**src/rtl/tsp_status_display.sv**
```systemverilog
// Board status monitor: debounced window/mode buttons select which LED-wide slice
// of the TSP status word drives the LEDs, in live, hold, heartbeat or sticky-OR form.
module tsp_status_display #(
    parameter int unsigned STATUS_W        = 32,
    parameter int unsigned LED_W           = 8,
    parameter int unsigned DEBOUNCE_CYCLES = 1000000,
    parameter int unsigned HEARTBEAT_DIV   = 50000000,
    localparam int unsigned N_WIN          = (STATUS_W + LED_W - 1) / LED_W,
    localparam int unsigned WSEL_W         = (N_WIN > 1) ? $clog2(N_WIN) : 1
) (
    input  logic                clk,
    input  logic                rst,
    input  logic                btn_win,
    input  logic                btn_mode,
    input  logic [STATUS_W-1:0] status_in,
    input  logic                status_valid,
    output logic [LED_W-1:0]    led,
    output logic [WSEL_W-1:0]   win_sel,
    output logic [1:0]          mode
);

    localparam int unsigned DB_W  = $clog2(DEBOUNCE_CYCLES);
    localparam int unsigned HB_W  = $clog2(HEARTBEAT_DIV);
    localparam int unsigned PAD_W = N_WIN * LED_W;

    localparam logic [DB_W-1:0]   DB_MAX  = DB_W'(DEBOUNCE_CYCLES - 1);
    localparam logic [HB_W-1:0]   HB_MAX  = HB_W'(HEARTBEAT_DIV - 1);
    localparam logic [WSEL_W-1:0] WIN_MAX = WSEL_W'(N_WIN - 1);

    typedef enum logic [1:0] {
        MODE_LIVE   = 2'd0,
        MODE_HOLD   = 2'd1,
        MODE_HEART  = 2'd2,
        MODE_STICKY = 2'd3
    } mode_e;

    // Index 0 is the window button, index 1 the mode button.
    logic [1:0]      sync1;
    logic [1:0]      sync2;
    logic [1:0]      stable;
    logic [DB_W-1:0] db_cnt [2];
    logic [1:0]      press_c;

    mode_e                mode_q;
    mode_e                mode_d;
    logic [WSEL_W-1:0]    win_q;
    logic [HB_W-1:0]      hb_cnt;
    logic                 hb;
    logic [STATUS_W-1:0]  snap;
    logic [STATUS_W-1:0]  acc;
    logic [LED_W-1:0]     led_d;
    logic [LED_W-1:0]     snap_win;
    logic [LED_W-1:0]     acc_win;

    // Two-FF synchronizers followed by per-button stability counters.
    always_ff @(posedge clk) begin
        if (rst) begin
            sync1  <= '0;
            sync2  <= '0;
            stable <= '0;
            for (int i = 0; i < 2; i++) begin
                db_cnt[i] <= '0;
            end
        end else begin
            sync1 <= {btn_mode, btn_win};
            sync2 <= sync1;
            for (int i = 0; i < 2; i++) begin
                if (sync2[i] != stable[i]) begin
                    if (db_cnt[i] == DB_MAX) begin
                        stable[i] <= sync2[i];
                        db_cnt[i] <= '0;
                    end else begin
                        db_cnt[i] <= db_cnt[i] + DB_W'(1);
                    end
                end else begin
                    db_cnt[i] <= '0;
                end
            end
        end
    end

    // Press fires in the same cycle stable is about to rise.
    always_comb begin
        press_c = '0;
        for (int i = 0; i < 2; i++) begin
            press_c[i] = sync2[i] & ~stable[i] & (db_cnt[i] == DB_MAX);
        end
    end

    always_ff @(posedge clk) begin
        if (rst) begin
            mode_q <= MODE_LIVE;
        end else begin
            mode_q <= mode_d;
        end
    end

    always_comb begin
        mode_d = mode_q;
        if (press_c[1]) begin
            case (mode_q)
                MODE_LIVE:   mode_d = MODE_HOLD;
                MODE_HOLD:   mode_d = MODE_HEART;
                MODE_HEART:  mode_d = MODE_STICKY;
                MODE_STICKY: mode_d = MODE_LIVE;
            endcase
        end
    end

    // Zero-pads the source so a partial top window reads high bits as 0.
    function automatic logic [LED_W-1:0] window_of(input logic [STATUS_W-1:0] src,
                                                   input logic [WSEL_W-1:0]   sel);
        logic [PAD_W-1:0] pad;
        logic [PAD_W-1:0] shifted;
        pad       = PAD_W'(src);
        shifted   = pad >> (32'(sel) * LED_W);
        window_of = shifted[LED_W-1:0];
    endfunction

    always_comb begin
        snap_win = window_of(snap, win_q);
        acc_win  = window_of(acc, win_q);
        led_d    = snap_win;
        case (mode_q)
            MODE_HEART: begin
                led_d            = snap_win;
                led_d[LED_W-1]   = hb;
            end
            MODE_STICKY: led_d = acc_win;
            default:     led_d = snap_win;
        endcase
    end

    always_ff @(posedge clk) begin
        if (rst) begin
            win_q  <= '0;
            hb_cnt <= '0;
            hb     <= 1'b0;
            snap   <= '0;
            acc    <= '0;
            led    <= '0;
        end else begin
            if (press_c[0]) begin
                win_q <= (win_q == WIN_MAX) ? '0 : win_q + WSEL_W'(1);
            end

            if (hb_cnt == HB_MAX) begin
                hb_cnt <= '0;
                hb     <= ~hb;
            end else begin
                hb_cnt <= hb_cnt + HB_W'(1);
            end

            if (status_valid && (mode_q != MODE_HOLD)) begin
                snap <= status_in;
            end

            // Entering sticky restarts the accumulation, folding in this cycle's word.
            if ((mode_d == MODE_STICKY) && (mode_q != MODE_STICKY)) begin
                acc <= status_valid ? status_in : '0;
            end else if ((mode_q == MODE_STICKY) && status_valid) begin
                acc <= acc | status_in;
            end

            led <= led_d;
        end
    end

    assign win_sel = win_q;
    assign mode    = mode_q;

endmodule

```
**config.mk**
```make
export PLATFORM = sky130hd
export DESIGN_NAME = tsp_status_display
export DESIGN_NICKNAME = d
export VERILOG_FILES = /design/src/rtl/tsp_status_display.sv
export SDC_FILE = /design/constraint.sdc
export NUM_CORES = 1
export LEC_CHECK = 0
export ABC_AREA = 1
export BUFFER_PORTS_ARGS = -buffer_cell sky130_fd_sc_hd__buf_4
export CAP_MARGIN = 20
export CORE_MARGIN = 5
export CORE_UTILIZATION = 40
export DETAILED_ROUTE_END_ITERATION = 8
export REMOVE_ABC_BUFFERS = 1
export SETUP_SLACK_MARGIN = 0.1
export SYNTH_ARGS = -nofsm -noshare
export SYNTH_HDL_FRONTEND = slang
export SYNTH_SLANG_ARGS = --single-unit
```
**constraint.sdc**
```tcl
create_clock -name clk -period 2.24 [get_ports clk]
set_clock_uncertainty 0.15 [all_clocks]
set_input_delay 0.224 -clock clk [delete_from_list [all_inputs] [get_ports clk]]
set_output_delay 0.224 -clock clk [all_outputs]
set_load 0.05 [all_outputs]
```
==> impl_metrics.py, run 1 <==
metrics = {
    "logic_synthesis": {
        "synthXorXnorAreaFrac_pct": 1.588,
        "syn_inst": 1023,
        "synth-simple-area-share_pct": 30.74,
        "synthFlopType": "dfxtp_1",
        "synth_compound_area_share_pct": 13.59,
        "syn_avg_cell_area_um2": 7.549,
        "synth_fa_ha_area_share_pct": 1.620,
        "synth_top_family_by_area": "simple AND/OR/NAND/NOR gates",
        "synth_area_mm2": 0.007722,
        "synth-async-reset-ratio_pct": 0,
        "synth_top_area_cell": "dfxtp_1",
        "synth.top_cell.area_share_pct": 28.26,
        "netlist_top_cells_area": "dfxtp_1, edfxtp_1, nand2_1",
        "synth_edf_count": 40,
        "ys_warn_count": 0,
        "synthDistinctLibCells": 44,
        "synth.area.mux_share_pct": 0,
        "ys_seq_area_share_pct": 43.81,
        "ys_ff_latch": 149,
    },
    "critical_path": {
        "endpoint_kind": "flop",
        "worst_setup_path_start_kind": "flop",
        "path_class": "flop to flop",
        "arrival_ps": 2050,
        "cp_max_fo": 7,
        "reg2reg_slack_ps": 210,
        "r2r_cells": 10,
        "worstPathRequired_ps": 2260,
    },
    "floorplanning": {
        "die_w_um": 148.9,
        "initial_utilization_pct": 41.01,
        "io-pin-count": 49,
        "rows": 50,
        "coreArea_mm2": 0.01883,
        "die_area_mm2": 0.02218,
        "die_h_um": 148.9,
    },
    "drt": {
        "firstDrtPassIters": 4,
        "vias": 6925,
        "ant_nets": 0,
        "via_per_inst": 4.822,
        "drt-wirelength-per-cell_um": 13.21,
        "drtIter0Drc": 315,
        "remaining_drc_errors": 0,
        "drt-total-wl_um": 18960,
    },
    "pwr": {
        "p_seq_share_pct": 47.3,
        "peakVddDrop_uv": 497.7,
        "p_sw_w": 0.001491,
        "power_frac_comb_pct": 6.9,
        "leakage_nw": 3.829,
        "p_int_w": 0.004623,
        "p_sw_share_pct": 24.38,
        "pwr_density_cell_mw_per_mm2": 625.7,
        "pwr-share-clk_pct": 45.8,
    },
    "global_routing": {
        "grt_max_degree": 45,
        "grt_first_pass_wirelength_um": 30940,
        "grt_pass1_vias": 6315,
        "track_usage_pct": 16.93,
        "antenna_found_initial": 0,
        "gr-total-overflow": 0,
    },
    "outcome": {
        "run_status": "finished clean",
    },
    "timing": {
        "hold_violations": 0,
        "finalMaxSlewViolations": 0,
        "slew_headroom_pct": 56.70,
        "setup_violations": 0,
        "clock.fmax_ghz": 0.4937,
        "period_share_pct": 90.42,
        "period_needed_ps": 2025,
        "rsz0062_at_grt": "true",
        "worst_pin_slew_ps": 648.8,
    },
    "clock_tree": {
        "htree_levels": 4,
        "clk_pin_slew_ps": 60,
        "cts-root-buf": "clkbuf_16",
        "cts_max_path_buffers": 2,
        "cts-buffers-inserted": 17,
        "clk_latency_ps": 420,
        "cts_tree": "yes",
        "cts.sinks": 149,
    },
    "final_layout": {
        "antenna_cells": 0,
        "design_area_mm2": 0.009771,
        "drive_gt1_share_pct": 20.15,
        "nNetsFinal": 1210,
        "stdcell_count": 1436,
        "synthToLayoutAreaGrowth_pct": 26.52,
    },
    "hold_path": {
        "hold_path_depth": 5,
        "holdCritPathClass": "input pin to flop",
    },
    "place": {
        "gp_congestion": 0.8000,
        "numPortBuffers": 48,
        "placed_area_mm2": 0.008578,
        "dp_hpwl_um": 12430,
        "placed_cells": 1350,
    },
    "job": {
        "drv_cap": 0,
    },
}
==> power by group through the flow <==
stage | clock, W | combinational, W | sequential, W
after floorplan | 0 | 0.000170 | 0.00295
after global placement | 0 | 0.000356 | 0.00295
after detailed placement | 0 | 0.000357 | 0.00295
after CTS | 0.00285 | 0.000407 | 0.00289
after global routing | 0.00298 | 0.000468 | 0.00290
final | 0.00280 | 0.000422 | 0.00289
==> registers in the layout, summed over array words and instances, names as in the netlist <==
register  cells
db_cnt       40
acc          32
snap         32
hb_cnt       26
led           8
mode          2
stable        2
sync1         2
sync2         2
win_sel       2
hb            1
==> Yosys cell counts (11+ instances only) <==
cell / number
dfxtp_1: 109
clkbuf_1: 33
nor2_1: 89
inv_1: 105
nand4_1: 50
o21ai_0: 42
nand3_1: 20
edfxtp_1: 40
nor3b_1: 15
nand2_2: 35
nor3_1: 27
a21oi_1: 85
nor2_2: 11
a21oi_2: 30
nand2_1: 239
==> layer usage <==
metal | up-vias | global-route usage (%) | part of all wire (%) | routed length [µm]
li1 | 3617 | - | - | -
met1 | 3143 | 23.22 | 48 | 9026
met2 | 138 | 26.95 | 47 | 8849
met3 | 27 | 3.798 | 3.9 | 736
met4 | 0 | 4.714 | 1.8 | 350
met5 | - | 0 | 0 | 0
==> kinds of logic after synthesis <==
| family | after synthesis |
|---|---|
| buffers and inverters | 159 |
| XOR/XNOR | 14 |
| AND/OR/NAND/NOR | 511 |
| adder cells (fa/ha/maj) | 10 |
| AO/OA/AOI/OAI | 179 |
| flip-flops | 149 |
| other | 1 |
==> worst paths after layout <==
| kind | start | to |
|---|---|---|
| max reg2reg | db_cnt[0][0] | db_cnt[0][6] |
| max | db_cnt[0][0] | db_cnt[0][6] |
| min reg2reg | sync1[0] | sync2[0] |
| min | status_valid | acc[15] |
==> placed cells by master (no fill, tap or decap), types with 2 or more instances in the layout <==
cell,synthesis,layout
inv_1,105,103
a21oi_1,85,85
ha_1,10,8
clkinvlp_4,0,2
nor3_1,27,25
nand4_1,50,50
clkinv_2,0,2
xnor2_1,4,4
nand2_4,1,3
clkbuf_16,0,19
nand3_1,20,19
nand2_1,239,234
nor2_4,1,3
buf_12,3,5
nor2_1,89,85
clkbuf_8,0,2
clkinv_1,2,2
or2_2,6,6
nor3_2,1,2
conb_1,1,40
inv_2,5,8
buf_4,0,85
o21ai_0,42,42
o22ai_1,8,8
o21a_1,7,7
dfxtp_1,109,108
nor3b_1,15,15
xor2_1,10,10
a31oi_1,2,2
ha_2,0,2
buf_6,1,2
or2_0,2,2
dlygate4sd3_1,0,35
a21oi_2,30,30
edfxtp_1,40,40
nor4_1,9,9
nor2_2,11,13
inv_6,0,4
nand2_2,35,37
==> metrics by stage <==
step / setup WS [ps] / util (%) / hold WS [ps] / TNS, ps / power, W
finish: 214.5 / 51.89 / 130.3 / 0 / 0.006114
global route: 67.56 / 51.89 / 140.3 / 0 / 0.006345
CTS: 128.8 / 50.47 / 112.4 / 0 / 0.006149
detailed placement: 84.96 / 45.55 / 243.3 / 0 / 0.003304
global placement: 192.4 / 45.55 / 243.1 / 0 / 0.003303
floorplan: -1070 / - / 143.1 / -45820 / 0.003123
==> worst max-delay path, stage by stage, from the launching register on <==
cell      delay (ps)
edfxtp_1         380
ha_2             200
nand2_2           80
nor2_4           130
nand3_2           90
nor2_2           120
nand4_1          150
nand2_2          160
buf_4            140
buf_4            140
a21oi_1           50
==> repair_timing <==
item / CTS / global route
hold endpoints to repair: 67 / 0
cloned: 0 / 2
setup endpoints to repair: 2 / 59
setup buffers: 0 / 17
pin swaps: 0 / 8
hold buffers: 35 / 0
gates resized for setup: 1 / 26
==> area by class of cell <==
type | count | area, µm²
well taps | 260 | 325.3
inverters | 112 | 420.4
clock buffers | 19 | 452.9
flip-flops and latches | 149 | 3385
fillers | 1815 | 9060
multi-input cells | 754 | 3906
clock inverters | 13 | 120.1
repair buffers | 129 | 1161
(Power assumes the default switching activity.)
==> run 2, diff against run 1 <==
--- a/config.mk
+++ b/config.mk
@@ -8,6 +8,7 @@
 export ABC_AREA = 1
 export BUFFER_PORTS_ARGS = -buffer_cell sky130_fd_sc_hd__buf_4
 export CAP_MARGIN = 20
+export CORE_ASPECT_RATIO = 0.75
 export CORE_MARGIN = 5
 export CORE_UTILIZATION = 40
 export DETAILED_ROUTE_END_ITERATION = 8
==> run 2 against run 1 <==
Against the previous run: setup slack worse by 73 ps; clock power is 3% higher; count of clock-buffer cells in the layout is 7 higher; critical endpoint is now db_cnt[0][14]; sequential power hardly changed; sequential share of layout area is 0.54 points higher; non-clock buffer count is 20 lower; via count stayed put; first-iteration DRC count is 64% higher; maximum frequency is 3.5% lower.
==> impl_metrics.py, run 2 (synthesized netlist as in run 1, its figures left out) <==
metrics = {
    "timing": {
        "rsz0062_at_grt": "true",
        "period_share_pct": 93.66,
        "slew_headroom_pct": 65.39,
        "worst_pin_slew_ps": 519.1,
        "setup_violations": 0,
        "clock.fmax_ghz": 0.4766,
        "hold_violations": 0,
        "finalMaxSlewViolations": 0,
        "period_needed_ps": 2098,
        "setup_slack_ps": 141.9,
    },
    "critical_path": {
        "worstPathRequired_ps": 2260,
        "cp-startpoint": "db_cnt[0][0]",
        "worst_setup_path_start_kind": "flop",
        "reg2reg_from": "db_cnt[0][0]",
        "reg2reg_slack_ps": 140,
        "r2r_cells": 11,
        "path_class": "flop to flop",
        "arrival_ps": 2120,
        "cp_max_fo": 5,
        "worstSetupEndpoint": "db_cnt[0][14]",
        "endpoint_kind": "flop",
        "r2r-end": "db_cnt[0][14]",
    },
    "final_layout": {
        "final_util_pct": 50.20,
        "layout_common_cells": "nand2_1, dfxtp_1, inv_1, a21oi_1, nor2_1",
        "n_fill_cell": 1887,
        "antenna_cells": 0,
        "drive_gt1_share_pct": 18.87,
        "final_common_cell": "nand2_1",
        "regArea_mm2": 0.003383,
        "design_area_mm2": 0.009617,
        "nNetsFinal": 1190,
        "top_regs": "db_cnt (40), acc (32), snap (32)",
        "multi_input_area_mm2": 0.003904,
        "largest_register_ffs": 40,
        "largest-register": "db_cnt",
        "synthToLayoutAreaGrowth_pct": 24.53,
    },
    "job": {
        "drv_cap": 0,
    },
    "hold_path": {
        "holdCritPathClass": "input pin to flop",
    },
    "global_routing": {
        "gr-total-overflow": 0,
        "antenna_found_initial": 0,
        "track_usage_pct": 17.68,
        "grt_max_degree": 46,
        "grt_first_pass_wirelength_um": 32060,
        "grt_pass1_vias": 6470,
    },
    "floorplanning": {
        "die_w_um": 170.4,
        "die_area_mm2": 0.02221,
        "initial_utilization_pct": 40.31,
        "die_h_um": 130.3,
        "io-pin-count": 49,
        "rows": 44,
        "coreArea_mm2": 0.01916,
    },
    "place": {
        "gp_congestion": 0.8073,
        "placed_area_mm2": 0.008559,
        "dp_hpwl_um": 12460,
        "post-place-ws_ps": 110.0,
        "numPortBuffers": 48,
    },
    "pwr": {
        "peakVddDrop_uv": 386.7,
        "pwr_density_cell_mw_per_mm2": 643.8,
        "leakage_nw": 3.747,
        "finalPower_w": 0.006191,
    },
    "drt": {
        "vias": 6925,
        "drtIter0Drc": 516,
        "ant_nets": 0,
        "drt-total-wl_um": 19010,
        "remaining_drc_errors": 0,
        "firstDrtPassIters": 7,
        "drt-wirelength-per-cell_um": 13.50,
        "via_per_inst": 4.918,
    },
    "clock_tree": {
        "cts-buffers-inserted": 17,
        "clk_pin_slew_ps": 60,
        "cts.sinks": 149,
        "cts_max_path_buffers": 2,
        "htree_levels": 4,
        "cts_tree": "yes",
        "cts-root-buf": "clkbuf_16",
        "clk_latency_ps": 420,
    },
    "outcome": {
        "run_status": "finished clean",
    },
}
==> run 2: repair_timing <==
action	4_1_cts	5_1_grt
pin swaps	0	5
setup endpoints to repair	1	39
resized for setup	1	23
buffers inserted	0	3
endpoints found under the hold margin	66	0
hold buffers	34	0
==> run 2: final cells by class <==
class | count | share of cell area, %
sequential | 149 | 35.18
inverter | 112 | 4.372
timing repair buffer | 109 | 10.21
tap | 253 | 3.292
clock buffer | 26 | 6.063
multi-input combinational | 754 | 40.59
clock inverter | 5 | 0.2862
==> run 2: layer usage <==
| metal | part of all wire (%) | vias up | track usage, % |
|---|---|---|---|
| li1 | - | 3578 | - |
| met1 | 52 | 3197 | 25.95 |
| met2 | 43 | 136 | 26.79 |
| met3 | 4.4 | 14 | 3.816 |
| met4 | 0.82 | 0 | 3.944 |
| met5 | 0 | - | 0 |
==> run 2: metrics by stage <==
stage                     setup TNS, ps  hold slack (ps)  std cells
after floorplan                  -45820            143.1       1015
after global routing                  0            230.6       1408
after global placement                0            240.6       1340
final                                 0            226.4       1408
after detailed placement              0            257.3       1340
after CTS                             0            139.5       1405
==> run 2: worst min path at each step <==
stage / start / to / slack (ps) / depth (start not counted)
global placement: sync1[1] / sync2[1] / 240 / 2
floorplan: rst / led[0] / 140 / 1
global route: rst / db_cnt[0][4] / 230 / 5
CTS: rst / db_cnt[0][4] / 140 / 4
finish: rst / db_cnt[0][4] / 230 / 5
detailed placement: sync1[1] / sync2[1] / 260 / 2
==> run 2: power breakdown <==
part	internal [W]	total, W	switching [W]
clock network	0.00179	0.00289	0.00110
logic	0.000169	0.000408	0.000239
registers	0.00284	0.00289	0.0000513
total	0.00480	0.00619	0.00140
==> run 2: critical path, cell delays in order, from the launching register on <==
cell	delay, ps
edfxtp_1	370
ha_2	200
nand2_2	80
nor2_4	150
nand4_1	150
nor2_1	170
nand2_2	120
nor3_4	220
nand2_1	70
nand2_1	60
inv_1	40
o21a_1	90
==> run 3, diff against run 2 <==
--- a/config.mk
+++ b/config.mk
@@ -5,10 +5,8 @@
 export SDC_FILE = /design/constraint.sdc
 export NUM_CORES = 1
 export LEC_CHECK = 0
-export ABC_AREA = 1
 export BUFFER_PORTS_ARGS = -buffer_cell sky130_fd_sc_hd__buf_4
 export CAP_MARGIN = 20
-export CORE_ASPECT_RATIO = 0.75
 export CORE_MARGIN = 5
 export CORE_UTILIZATION = 40
 export DETAILED_ROUTE_END_ITERATION = 8
==> run 3 against run 2 <==
Against the previous run: the flow now finishes with violations (setup timing); global-route usage shrank 1.3 points; via count down 25%; register-to-register slack worse by 230 ps; sequential share of layout area is 3.4 points higher; largest cell class is now flip-flops and latches.
==> impl_metrics.py, run 3 <==
metrics = {
    "critical_path": {
        "endpoint_kind": "flop",
        "cp-startpoint": "db_cnt[0][10]",
        "worst_setup_path_start_kind": "flop",
        "reg2reg_slack_ps": -90,
        "cp_slowest_cell": "or4_4",
        "path_class": "flop to flop",
        "cp_max_fo": 10,
        "max_stage_delay_ps": 590,
        "path_cells": "or4b_1 > or4_4 > o21ai_4 > buf_6 > nor2_1",
        "worstPathRequired_ps": 2260,
        "arrival_ps": 2350,
        "reg2reg_from": "db_cnt[0][10]",
    },
    "timing": {
        "period_share_pct": 104.0,
        "finalMaxSlewViolations": 0,
        "whs_ps": 67.24,
        "rsz0062_at_grt": "true",
        "setup_slack_ps": -89.42,
        "clock.fmax_ghz": 0.4293,
        "period_needed_ps": 2329,
        "setup_violations": 55,
        "hold_violations": 0,
    },
    "place": {
        "dp_hpwl_um": 10200,
        "gp_congestion": 0.7864,
        "placed_area_mm2": 0.007601,
        "numPortBuffers": 48,
    },
    "global_routing": {
        "antenna_found_initial": 2,
        "grtUsageMet1_pct": 20.89,
        "grt.busiest_layer": "met2",
        "gr-total-overflow": 0,
        "grt_util_met3_pct": 4.593,
        "grt_pass1_vias": 5200,
        "grtUsageMet2_pct": 26.75,
        "track_usage_pct": 16.39,
        "grt_max_degree": 33,
        "grt_first_pass_wirelength_um": 25660,
    },
    "hold_path": {
        "min_from": "rst",
        "holdCritPathClass": "input pin to flop",
    },
    "drt": {
        "drt-wirelength-per-cell_um": 14.72,
        "via_per_inst": 4.941,
        "remaining_drc_errors": 0,
        "drtIter0Drc": 319,
        "firstDrtPassIters": 4,
        "ant_nets": 0,
        "drt-total-wl_um": 15460,
        "vias": 5188,
    },
    "logic_synthesis": {
        "synth_area_mm2": 0.006595,
        "synthFlopType": "dfxtp_1",
        "ys_seq_area_share_pct": 51.30,
        "netlist_top_cells_area": "dfxtp_1, edfxtp_1, mux4_2",
        "syn_avg_cell_area_um2": 10.12,
        "yosys-top-cells-count": "dfxtp_1, nor2_1, nand2_1",
        "ys_warn_count": 0,
        "ys_ff_latch": 149,
        "synthDistinctLibCells": 49,
        "yosysMostFrequentCell": "dfxtp_1",
        "syn_inst": 652,
        "synth-async-reset-ratio_pct": 0,
        "synth_top_area_cell": "dfxtp_1",
        "synth.top_cell.area_share_pct": 33.09,
        "synth_edf_count": 40,
    },
    "floorplanning": {
        "die_area_mm2": 0.01916,
        "die_h_um": 138.4,
        "initial_utilization_pct": 40.20,
        "die_w_um": 138.4,
        "coreArea_mm2": 0.01641,
        "rows": 47,
        "io-pin-count": 49,
    },
    "final_layout": {
        "final_common_cell": "dfxtp_1",
        "drive_gt1_share_pct": 21.14,
        "largest_register_ffs": 40,
        "n_fill_cell": 1453,
        "top_regs": "db_cnt (40), acc (32), snap (32)",
        "multi_input_area_mm2": 0.003226,
        "largest-register": "db_cnt",
        "nNetsFinal": 862,
        "regArea_mm2": 0.003383,
        "layout_common_cells": "dfxtp_1, buf_4, nand2_1, nor2_1",
        "design_area_mm2": 0.008761,
        "synthToLayoutAreaGrowth_pct": 32.84,
        "final_util_pct": 53.40,
    },
    "clock_tree": {
        "cts-buffers-inserted": 17,
        "cts_max_path_buffers": 2,
        "clk_latency_ps": 420,
        "cts_tree": "yes",
        "htree_levels": 4,
        "clk_pin_slew_ps": 60,
        "cts.sinks": 149,
        "cts-root-buf": "clkbuf_16",
    },
    "pwr": {
        "leakage_nw": 3.385,
        "pwr_density_cell_mw_per_mm2": 700.8,
        "peakVddDrop_uv": 569.1,
    },
    "job": {
        "drv_cap": 0,
    },
    "outcome": {
        "run_status": "finished, violations left",
        "violations": "setup timing",
    },
}
## run 3: final timing paths
kind	endpoint	depth (start not counted)
min	led[2]	2
max	db_cnt[0][5]	5
min reg2reg	sync2[1]	1
max reg2reg	db_cnt[0][5]	5
## run 3: power breakdown
group | total, W | switching [W] | internal [W]
clock network | 0.00287 | 0.00108 | 0.00178
registers | 0.00289 | 0.0000488 | 0.00284
logic | 0.000385 | 0.000198 | 0.000187
## run 3: critical path, delay by kind of cell, from the launching register on
family                 cells  cell delay [ps]
AO/OA/AOI/OAI              1              190
buffers and inverters      1              170
flip-flops                 1              380
AND/OR/NAND/NOR            3             1190
## run 3: kinds of logic after synthesis
family	after synthesis	synth area share [%]
compound gates	91	9.562
xor+xnor	56	7.437
fa+ha+maj	10	1.897
flops	149	51.30
other cells	1	0.05686
buf+inv	48	3.358
simple gates	276	20.17
mux	21	6.223
## run 3: routing by layer
layer	part of all wire [%]	wire length, µm	vias up
met5	0	0	-
met4	1.4	223	0
met3	4.0	614	20
met2	48	7473	89
met1	46	7149	2482
li1	-	-	2597
## run 3: repair_timing
| action | CTS | global route |
|---|---|---|
| gates resized for setup | 12 | 10 |
| cloned | 3 | 1 |
| hold endpoints to repair | 66 | 0 |
| pin swaps | 22 | 20 |
| hold buffers | 34 | 0 |
| setup buffers | 6 | 1 |
| endpoints found under the setup margin | 55 | 82 |
## run 3: through the flow
| step | setup slack, ps | cells | TNS [ps] | power, W |
|---|---|---|---|---|
| 5_1_grt | -156.9 | 1050 | -6764 | 0.006383 |
| 4_1_cts | -123.2 | 1046 | -4458 | 0.006203 |
| 6_report | -89.42 | 1050 | -2592 | 0.006140 |
| 3_3_place_gp | -121.2 | 971 | -2361 | 0.003262 |
| 3_5_place_dp | -161.4 | 971 | -3588 | 0.003273 |
| 2_1_floorplan | -700.0 | 657 | -47610 | 0.003101 |
## run 3: final cells by class
type,instances,share of cell area [%]
flip-flops and latches,149,38.62
diodes,2,0.05713
inverters,14,0.5998
well taps,220,3.142
repair buffers,139,13.97
clock buffers,23,5.698
clock inverters,9,1.100
multi-input cells,494,36.82
